`src/rtl/stim_seq_pkg.sv`:
```
// Shared state encoding and {value,hold} field helpers for the stimulus sequencer.
package stim_seq_pkg;

    localparam logic [1:0] ENC_IDLE = 2'd0;
    localparam logic [1:0] ENC_PRE  = 2'd1;
    localparam logic [1:0] ENC_HOLD = 2'd2;
    localparam logic [1:0] ENC_DONE = 2'd3;

    typedef enum logic [1:0] {
        ST_IDLE = ENC_IDLE,
        ST_PRE  = ENC_PRE,
        ST_HOLD = ENC_HOLD,
        ST_DONE = ENC_DONE
    } state_t;

    function automatic int clog2(input int n);
        int r;
        r = 0;
        while ((1 << r) < n) r++;
        return r;
    endfunction

    // Table words are {value, hold}; callers truncate to their own widths (word <= 64 bits).
    function automatic logic [63:0] step_value(input logic [63:0] word, input int dly_w);
        return word >> dly_w;
    endfunction

    function automatic logic [63:0] step_hold(input logic [63:0] word, input int dly_w);
        return word & ((64'd1 << dly_w) - 64'd1);
    endfunction

endpackage

```
`src/rtl/stim_step_ram.sv`:
```
// Step table storage: synchronous write, combinational read.
// Latency: write visible to reads after the writing edge; read is same-cycle.
// Backpressure: none; the caller gates writes.
module stim_step_ram #(
    parameter int W     = 22,
    parameter int DEPTH = 8,
    parameter int AW    = 3
) (
    input  logic          clk,
    input  logic          we,
    input  logic [AW-1:0] waddr,
    input  logic [W-1:0]  wdata,
    input  logic [AW-1:0] raddr,
    output logic [W-1:0]  rdata
);

    logic [W-1:0] mem [DEPTH];

    always_ff @(posedge clk) begin
        if (we) mem[waddr] <= wdata;
    end

    assign rdata = mem[raddr];

endmodule

```
`src/rtl/stim_sequencer.sv`:
```
// Plays a {value,hold} step table onto STIM after start and a START_DLY lead-in; one-shot or looping.
// Latency: step 0 appears START_DLY+1 edges after start acceptance; steps follow back to back.
// Backpressure: start and table writes are ignored while busy; abort always wins.
module stim_sequencer
    import stim_seq_pkg::*;
#(
    parameter int                OUT_W     = 6,
    parameter int                DEPTH     = 8,
    parameter int                DLY_W     = 16,
    parameter int                START_DLY = 15,
    parameter logic [OUT_W-1:0]  IDLE_VAL  = '0
) (
    input  logic                      CLK50MHZ,
    input  logic                      RST,
    input  logic                      wr_en,
    input  logic [clog2(DEPTH)-1:0]   wr_addr,
    input  logic [OUT_W+DLY_W-1:0]    wr_data,
    input  logic [clog2(DEPTH):0]     num_steps,
    input  logic                      loop_en,
    input  logic                      start,
    input  logic                      abort,
    output logic [OUT_W-1:0]          STIM,
    output logic [clog2(DEPTH)-1:0]   step_idx,
    output logic                      busy,
    output logic                      done
);

    localparam int              AW        = clog2(DEPTH);
    localparam int              WORD_W    = OUT_W + DLY_W;
    localparam logic [AW:0]     DEPTH_N   = (AW+1)'(DEPTH);
    localparam logic [DLY_W-1:0] LEAD_INIT = DLY_W'(START_DLY);

    state_t             state;
    logic [DLY_W-1:0]   lead_cnt;
    logic [DLY_W-1:0]   hold_cnt;
    logic [AW-1:0]      idx;
    logic [AW:0]        num_q;
    logic               loop_q;
    logic [OUT_W-1:0]   stim_q;
    logic               busy_q;
    logic               done_q;

    logic               idle_like;
    logic               can_start;
    logic               wr_ok;
    logic [AW:0]        num_clamped;
    logic [AW-1:0]      last_idx;
    logic               is_last;
    logic [AW-1:0]      next_idx;
    logic [AW-1:0]      rd_addr;
    logic [WORD_W-1:0]  rd_word;
    logic [OUT_W-1:0]   rd_value;
    logic [DLY_W-1:0]   rd_hold;
    logic [DLY_W-1:0]   hold_load;

    assign idle_like   = (state == ST_IDLE) || (state == ST_DONE);
    assign can_start   = idle_like && start && !abort;
    assign wr_ok       = wr_en && idle_like;
    assign num_clamped = (num_steps > DEPTH_N) ? DEPTH_N : num_steps;
    assign last_idx    = AW'(num_q - 1'b1);
    assign is_last     = (idx == last_idx);
    assign next_idx    = is_last ? '0 : idx + 1'b1;

    // The read port always presents the step that would be loaded at the next edge.
    assign rd_addr   = (state == ST_HOLD) ? next_idx : '0;
    assign rd_value  = OUT_W'(step_value(64'(rd_word), DLY_W));
    assign rd_hold   = DLY_W'(step_hold(64'(rd_word), DLY_W));
    assign hold_load = (rd_hold == '0) ? '0 : rd_hold - 1'b1;

    stim_step_ram #(
        .W     (WORD_W),
        .DEPTH (DEPTH),
        .AW    (AW)
    ) u_ram (
        .clk   (CLK50MHZ),
        .we    (wr_ok),
        .waddr (wr_addr),
        .wdata (wr_data),
        .raddr (rd_addr),
        .rdata (rd_word)
    );

    always_ff @(posedge CLK50MHZ) begin
        if (RST) begin
            state    <= ST_IDLE;
            lead_cnt <= '0;
            hold_cnt <= '0;
            idx      <= '0;
            num_q    <= '0;
            loop_q   <= 1'b0;
            stim_q   <= IDLE_VAL;
            busy_q   <= 1'b0;
            done_q   <= 1'b0;
        end else if (abort && (state != ST_IDLE)) begin
            state    <= ST_IDLE;
            lead_cnt <= '0;
            hold_cnt <= '0;
            idx      <= '0;
            stim_q   <= IDLE_VAL;
            busy_q   <= 1'b0;
            done_q   <= 1'b0;
        end else begin
            case (state)
                ST_IDLE, ST_DONE: begin
                    if (can_start) begin
                        num_q  <= num_clamped;
                        loop_q <= loop_en;
                        idx    <= '0;
                        if (num_clamped == '0) begin
                            state  <= ST_DONE;
                            busy_q <= 1'b0;
                            done_q <= 1'b1;
                        end else begin
                            state    <= ST_PRE;
                            lead_cnt <= LEAD_INIT;
                            busy_q   <= 1'b1;
                            done_q   <= 1'b0;
                        end
                    end
                end
                ST_PRE: begin
                    if (lead_cnt == '0) begin
                        state    <= ST_HOLD;
                        stim_q   <= rd_value;
                        hold_cnt <= hold_load;
                        idx      <= '0;
                    end else begin
                        lead_cnt <= lead_cnt - 1'b1;
                    end
                end
                ST_HOLD: begin
                    if (hold_cnt != '0) begin
                        hold_cnt <= hold_cnt - 1'b1;
                    end else if (is_last && !loop_q) begin
                        state  <= ST_DONE;
                        busy_q <= 1'b0;
                        done_q <= 1'b1;
                    end else begin
                        idx      <= next_idx;
                        stim_q   <= rd_value;
                        hold_cnt <= hold_load;
                    end
                end
                default: state <= ST_IDLE;
            endcase
        end
    end

    assign STIM     = stim_q;
    assign step_idx = idx;
    assign busy     = busy_q;
    assign done     = done_q;

endmodule

```
`config.mk`:
```
export PLATFORM = sky130hd
export DESIGN_NAME = stim_sequencer
export DESIGN_NICKNAME = d
export VERILOG_FILES = /design/src/rtl/stim_seq_pkg.sv /design/src/rtl/stim_step_ram.sv /design/src/rtl/stim_sequencer.sv
export SDC_FILE = /design/constraint.sdc
export NUM_CORES = 1
export LEC_CHECK = 0
export CORE_MARGIN = 2
export CORE_UTILIZATION = 40
export CTS_BUF_LIST = sky130_fd_sc_hd__clkbuf_8
export CTS_CLUSTER_SIZE = 20
export DETAILED_ROUTE_END_ITERATION = 12
export PLACE_DENSITY = 0.56
export SYNTH_ARGS = -nofsm -noshare
export SYNTH_HDL_FRONTEND = slang
export SYNTH_SLANG_ARGS = --single-unit
```
`constraint.sdc`:
```
create_clock -name CLK50MHZ -period 5.3 [get_ports CLK50MHZ]
set_clock_uncertainty 0.05 [all_clocks]
set_input_delay 0.795 -clock CLK50MHZ [delete_from_list [all_inputs] [get_ports CLK50MHZ]]
set_output_delay 0.795 -clock CLK50MHZ [all_outputs]
set_load 0.01 [all_outputs]
```
==> results of run 1 <==
## sequential cells by signal, summed over array words and instances (netlist names)
register and count:
u_ram.mem 176, loop_q 1, done 1, STIM 6, busy 1, state 2, lead_cnt 16, num_q 3
step_idx 3, hold_cnt 16
## worst max-delay path: stages (launching register included)
cell and delay, ns:
dfxtp_1 0.33, inv_1 0.12, ha_1 0.37, xnor2_1 0.86, o31a_1 0.52, a211oi_1 0.11, o2bb2ai_1 0.54, o221ai_1 0.47
nor4_1 0.56, a31oi_1 0.26, nand3_1 0.42, o22ai_1 0.16
## per-layer routing
layer | global-route usage [%] | part of all wire, % | wire length (µm) | up-vias
met1 | 28.0 | 47 | 12300 | 3492
met3 | 5.02 | 6.1 | 1590 | 49
met5 | 0 | 0 | 0 | -
li1 | - | - | - | 3434
met4 | 6.40 | 2.6 | 670 | 0
met2 | 30.7 | 44 | 11600 | 222
## per-stage QoR
| step | worst slack, ns | utilization (%) | area, µm² |
|---|---|---|---|
| finish | 0.370 | 47.2 | 11800 |
| global route | 0.0333 | 47.2 | 11800 |
| CTS | 0.505 | 47.2 | 11800 |
| detailed placement | 0.529 | 44.3 | 11100 |
| global placement | 0.680 | 44.3 | 11100 |
| floorplan | 1.30 | - | 10100 |
## power by group through the flow
stage,Sequential (mW),Combinational (mW),Clock (mW)
floorplan,2.26,1.56,0
global placement,2.28,2.25,0
detailed placement,2.28,2.26,0
CTS,2.25,2.28,1.49
global route,2.27,2.53,1.56
finish,2.25,2.28,1.45
## layout by cell type, fill, tap and decap left out, types with 6 or more instances in the layout
master and n:
a311oi_1 6, and3_1 16, and2_1 6, a221oi_1 10
a31oi_1 16, a211oi_1 15, nor3_1 22, nand2_1 125
ha_1 10, clkbuf_8 44, edfxtp_1 176, mux2_2 10
nand4_1 8, xor2_1 13, dfxtp_1 49, nand2b_1 20
o22ai_1 13, a21oi_1 35, clkdlybuf4s50_1 45, buf_4 29
o211ai_1 6, nor2_1 54, nand3_1 53, clkinv_1 6
inv_1 37, nand3b_1 6, nor4_1 7, o21ai_0 27
xnor2_1 17, nor2_2 7
## layout make-up
| type | instances | area [µm²] |
|---|---|---|
| Clock buffer | 44 | 606 |
| Tap cell | 330 | 413 |
| Timing Repair Buffer | 74 | 668 |
| Multi-Input combinational cell | 583 | 3630 |
| Inverter | 23 | 86.3 |
| Fill cell | 2329 | 13200 |
| Clock inverter | 26 | 111 |
| Sequential cell | 225 | 6270 |
## kinds of logic after synthesis
kind of cell             after synthesis  share of synthesized area [%]
AO/OA/AOI/OAI                        174                           12.1
XOR/XNOR                              34                           3.41
adder cells (fa/ha/maj)               10                           1.24
buffers and inverters                 62                           2.55
flip-flops                           225                           62.1
multiplexers                          16                           2.03
AND/OR/NAND/NOR                      349                           16.6
## worst min path at each step
stage / startpoint / end / slack (ns) / cells past startpoint
2_1_floorplan: num_q[1]$_SDFFE_PP0P_ / num_q[1]$_SDFFE_PP0P_ / 0.38 / 2
3_3_place_gp: done$_SDFFE_PP0P_ / done$_SDFFE_PP0P_ / 0.40 / 2
4_1_cts: num_q[1]$_SDFFE_PP0P_ / num_q[1]$_SDFFE_PP0P_ / 0.41 / 2
5_1_grt: num_q[1]$_SDFFE_PP0P_ / num_q[1]$_SDFFE_PP0P_ / 0.42 / 2
6_report: done$_SDFFE_PP0P_ / done$_SDFFE_PP0P_ / 0.41 / 2
3_5_place_dp: num_q[1]$_SDFFE_PP0P_ / num_q[1]$_SDFFE_PP0P_ / 0.40 / 2
==> results.json, run 1 <==
{
  "cts_made_buffers": 39,
  "syn_to_final_growth_pct": 16.7,
  "total_power_mw": 5.98,
  "hold_path_class": "reg -> reg",
  "crit_required_ns": 5.62,
  "fin_tns_setup_ns": 0,
  "post-dp-hpwl_um": 17200,
  "clkPwrFrac_pct": 24.2,
  "rows": 58,
  "nNetsFinal": 991,
  "synth-edff-count": 176,
  "synthArstFlopShare_pct": 0,
  "grt_max_degree": 32,
  "yosysWarnings": 0,
  "start_util_pct": 40.4,
  "synth_ff_type": "edfxtp_1",
  "startpoint_type": "register",
  "status": "complete, no violations",
  "p_comb_share_pct": 38.2,
  "clock_sinks": 225,
  "finalWirelength_um": 26200,
  "ys_types": 69,
  "drtIter0Drc": 575,
  "n_antenna_cell": 0,
  "ios": 46,
  "yosys-top-cells-count": "edfxtp_1 (176), nand2_1 (125), nor2_1 (60)",
  "drtAntennaViolNets": 0,
  "syn_nets": 915,
  "p_int_mw": 3.67,
  "power_switching_mw": 2.31,
  "synth_area_um2": 10100,
  "yosysMostFrequentCell": "edfxtp_1",
  "switching_share_pct": 38.7,
  "cts_max_level": 2,
  "drive_gt1_share_pct": 11.4,
  "cts-root-buf": "clkbuf_8",
  "vias": 7197,
  "power.share.sequential_pct": 37.6,
  "cts_tree": "done",
  "yosysSeqAreaShare_pct": 62.1,
  "hold_violations": 0,
  "cp_max_fo": 11,
  "crit_start": "num_q[0]$_SDFFE_PP0P_",
  "drc": 0,
  "tightest_slew_ns": 1.13,
  "synth_area_leaders": "edfxtp_1 (52%), dfxtp_1 (9.7%), nand2_1 (4.6%), nand3_1 (2.6%), nor2_1 (2.2%)",
  "worst_skew_pair.late_latency_ns": 0.55,
  "leakagePower_nw": 4.03,
  "hold_buffers": 0,
  "maxCapViolations": 0,
  "criticalPathCategory": "reg -> reg",
  "vdd_drop_max_mv": 0.227,
  "vias_per_cell": 5.51,
  "clock_path_buffers": 3,
  "wl_per_cell_um": 20.1,
  "dieArea_um2": 26500,
  "cts_setup_buffers": 0,
  "io_buffers": 45,
  "slew-limit-headroom_pct": 24.6,
  "avgSynthCellArea_um2": 11.6,
  "worstSetupEndpointType": "register",
  "regToRegEndpoint": "hold_cnt[10]$_SDFFE_PP0P_",
  "reg2reg_from": "num_q[0]$_SDFFE_PP0P_",
  "ys_ff_latch": 225,
  "synth_top_area_share_pct": 52.3,
  "stdcell_count": 1305,
  "grt-ovfl-total": 0,
  "grt_pass1_vias": 7022,
  "final-max-slew-violation-count": 0,
  "die_h_um": 163,
  "period_share_pct": 93.0,
  "syn_inst": 870,
  "antenna_found_initial": 0,
  "fmax_ghz": 0.203,
  "rsz0062_at_grt": "false",
  "postCtsResizedCells": 0,
  "r2r_setup_slack_ns": 0.37,
  "yosysTopAreaCell": "edfxtp_1",
  "fp.coreArea_um2": 25000,
  "die-width_um": 163,
  "placedCellCount": 1235,
  "clkTransAtPathRegs_ns": 0.06,
  "drt-pass1-iter-count": 5,
  "final-setup-viol-count": 0,
  "gp_congestion": 0.868,
  "period_needed_ns": 4.93,
  "rr_worst_depth": 11,
  "whs_ns": 0.405,
  "cp_data_arrival_time_ns": 5.25,
  "crit_end": "hold_cnt[10]$_SDFFE_PP0P_",
  "grt_pass1_wl_um": 40400,
  "p_per_area_nw_per_um2": 508,
  "grt_use_total_pct": 20.0
}
(Power assumes the default switching activity.)
==> run 2, diff against run 1 <==
- HOLD_SLACK_MARGIN: not set -> 0.05
==> results of run 2 <==
The final DEF is identical to that of run 1; final timing and power are the same.
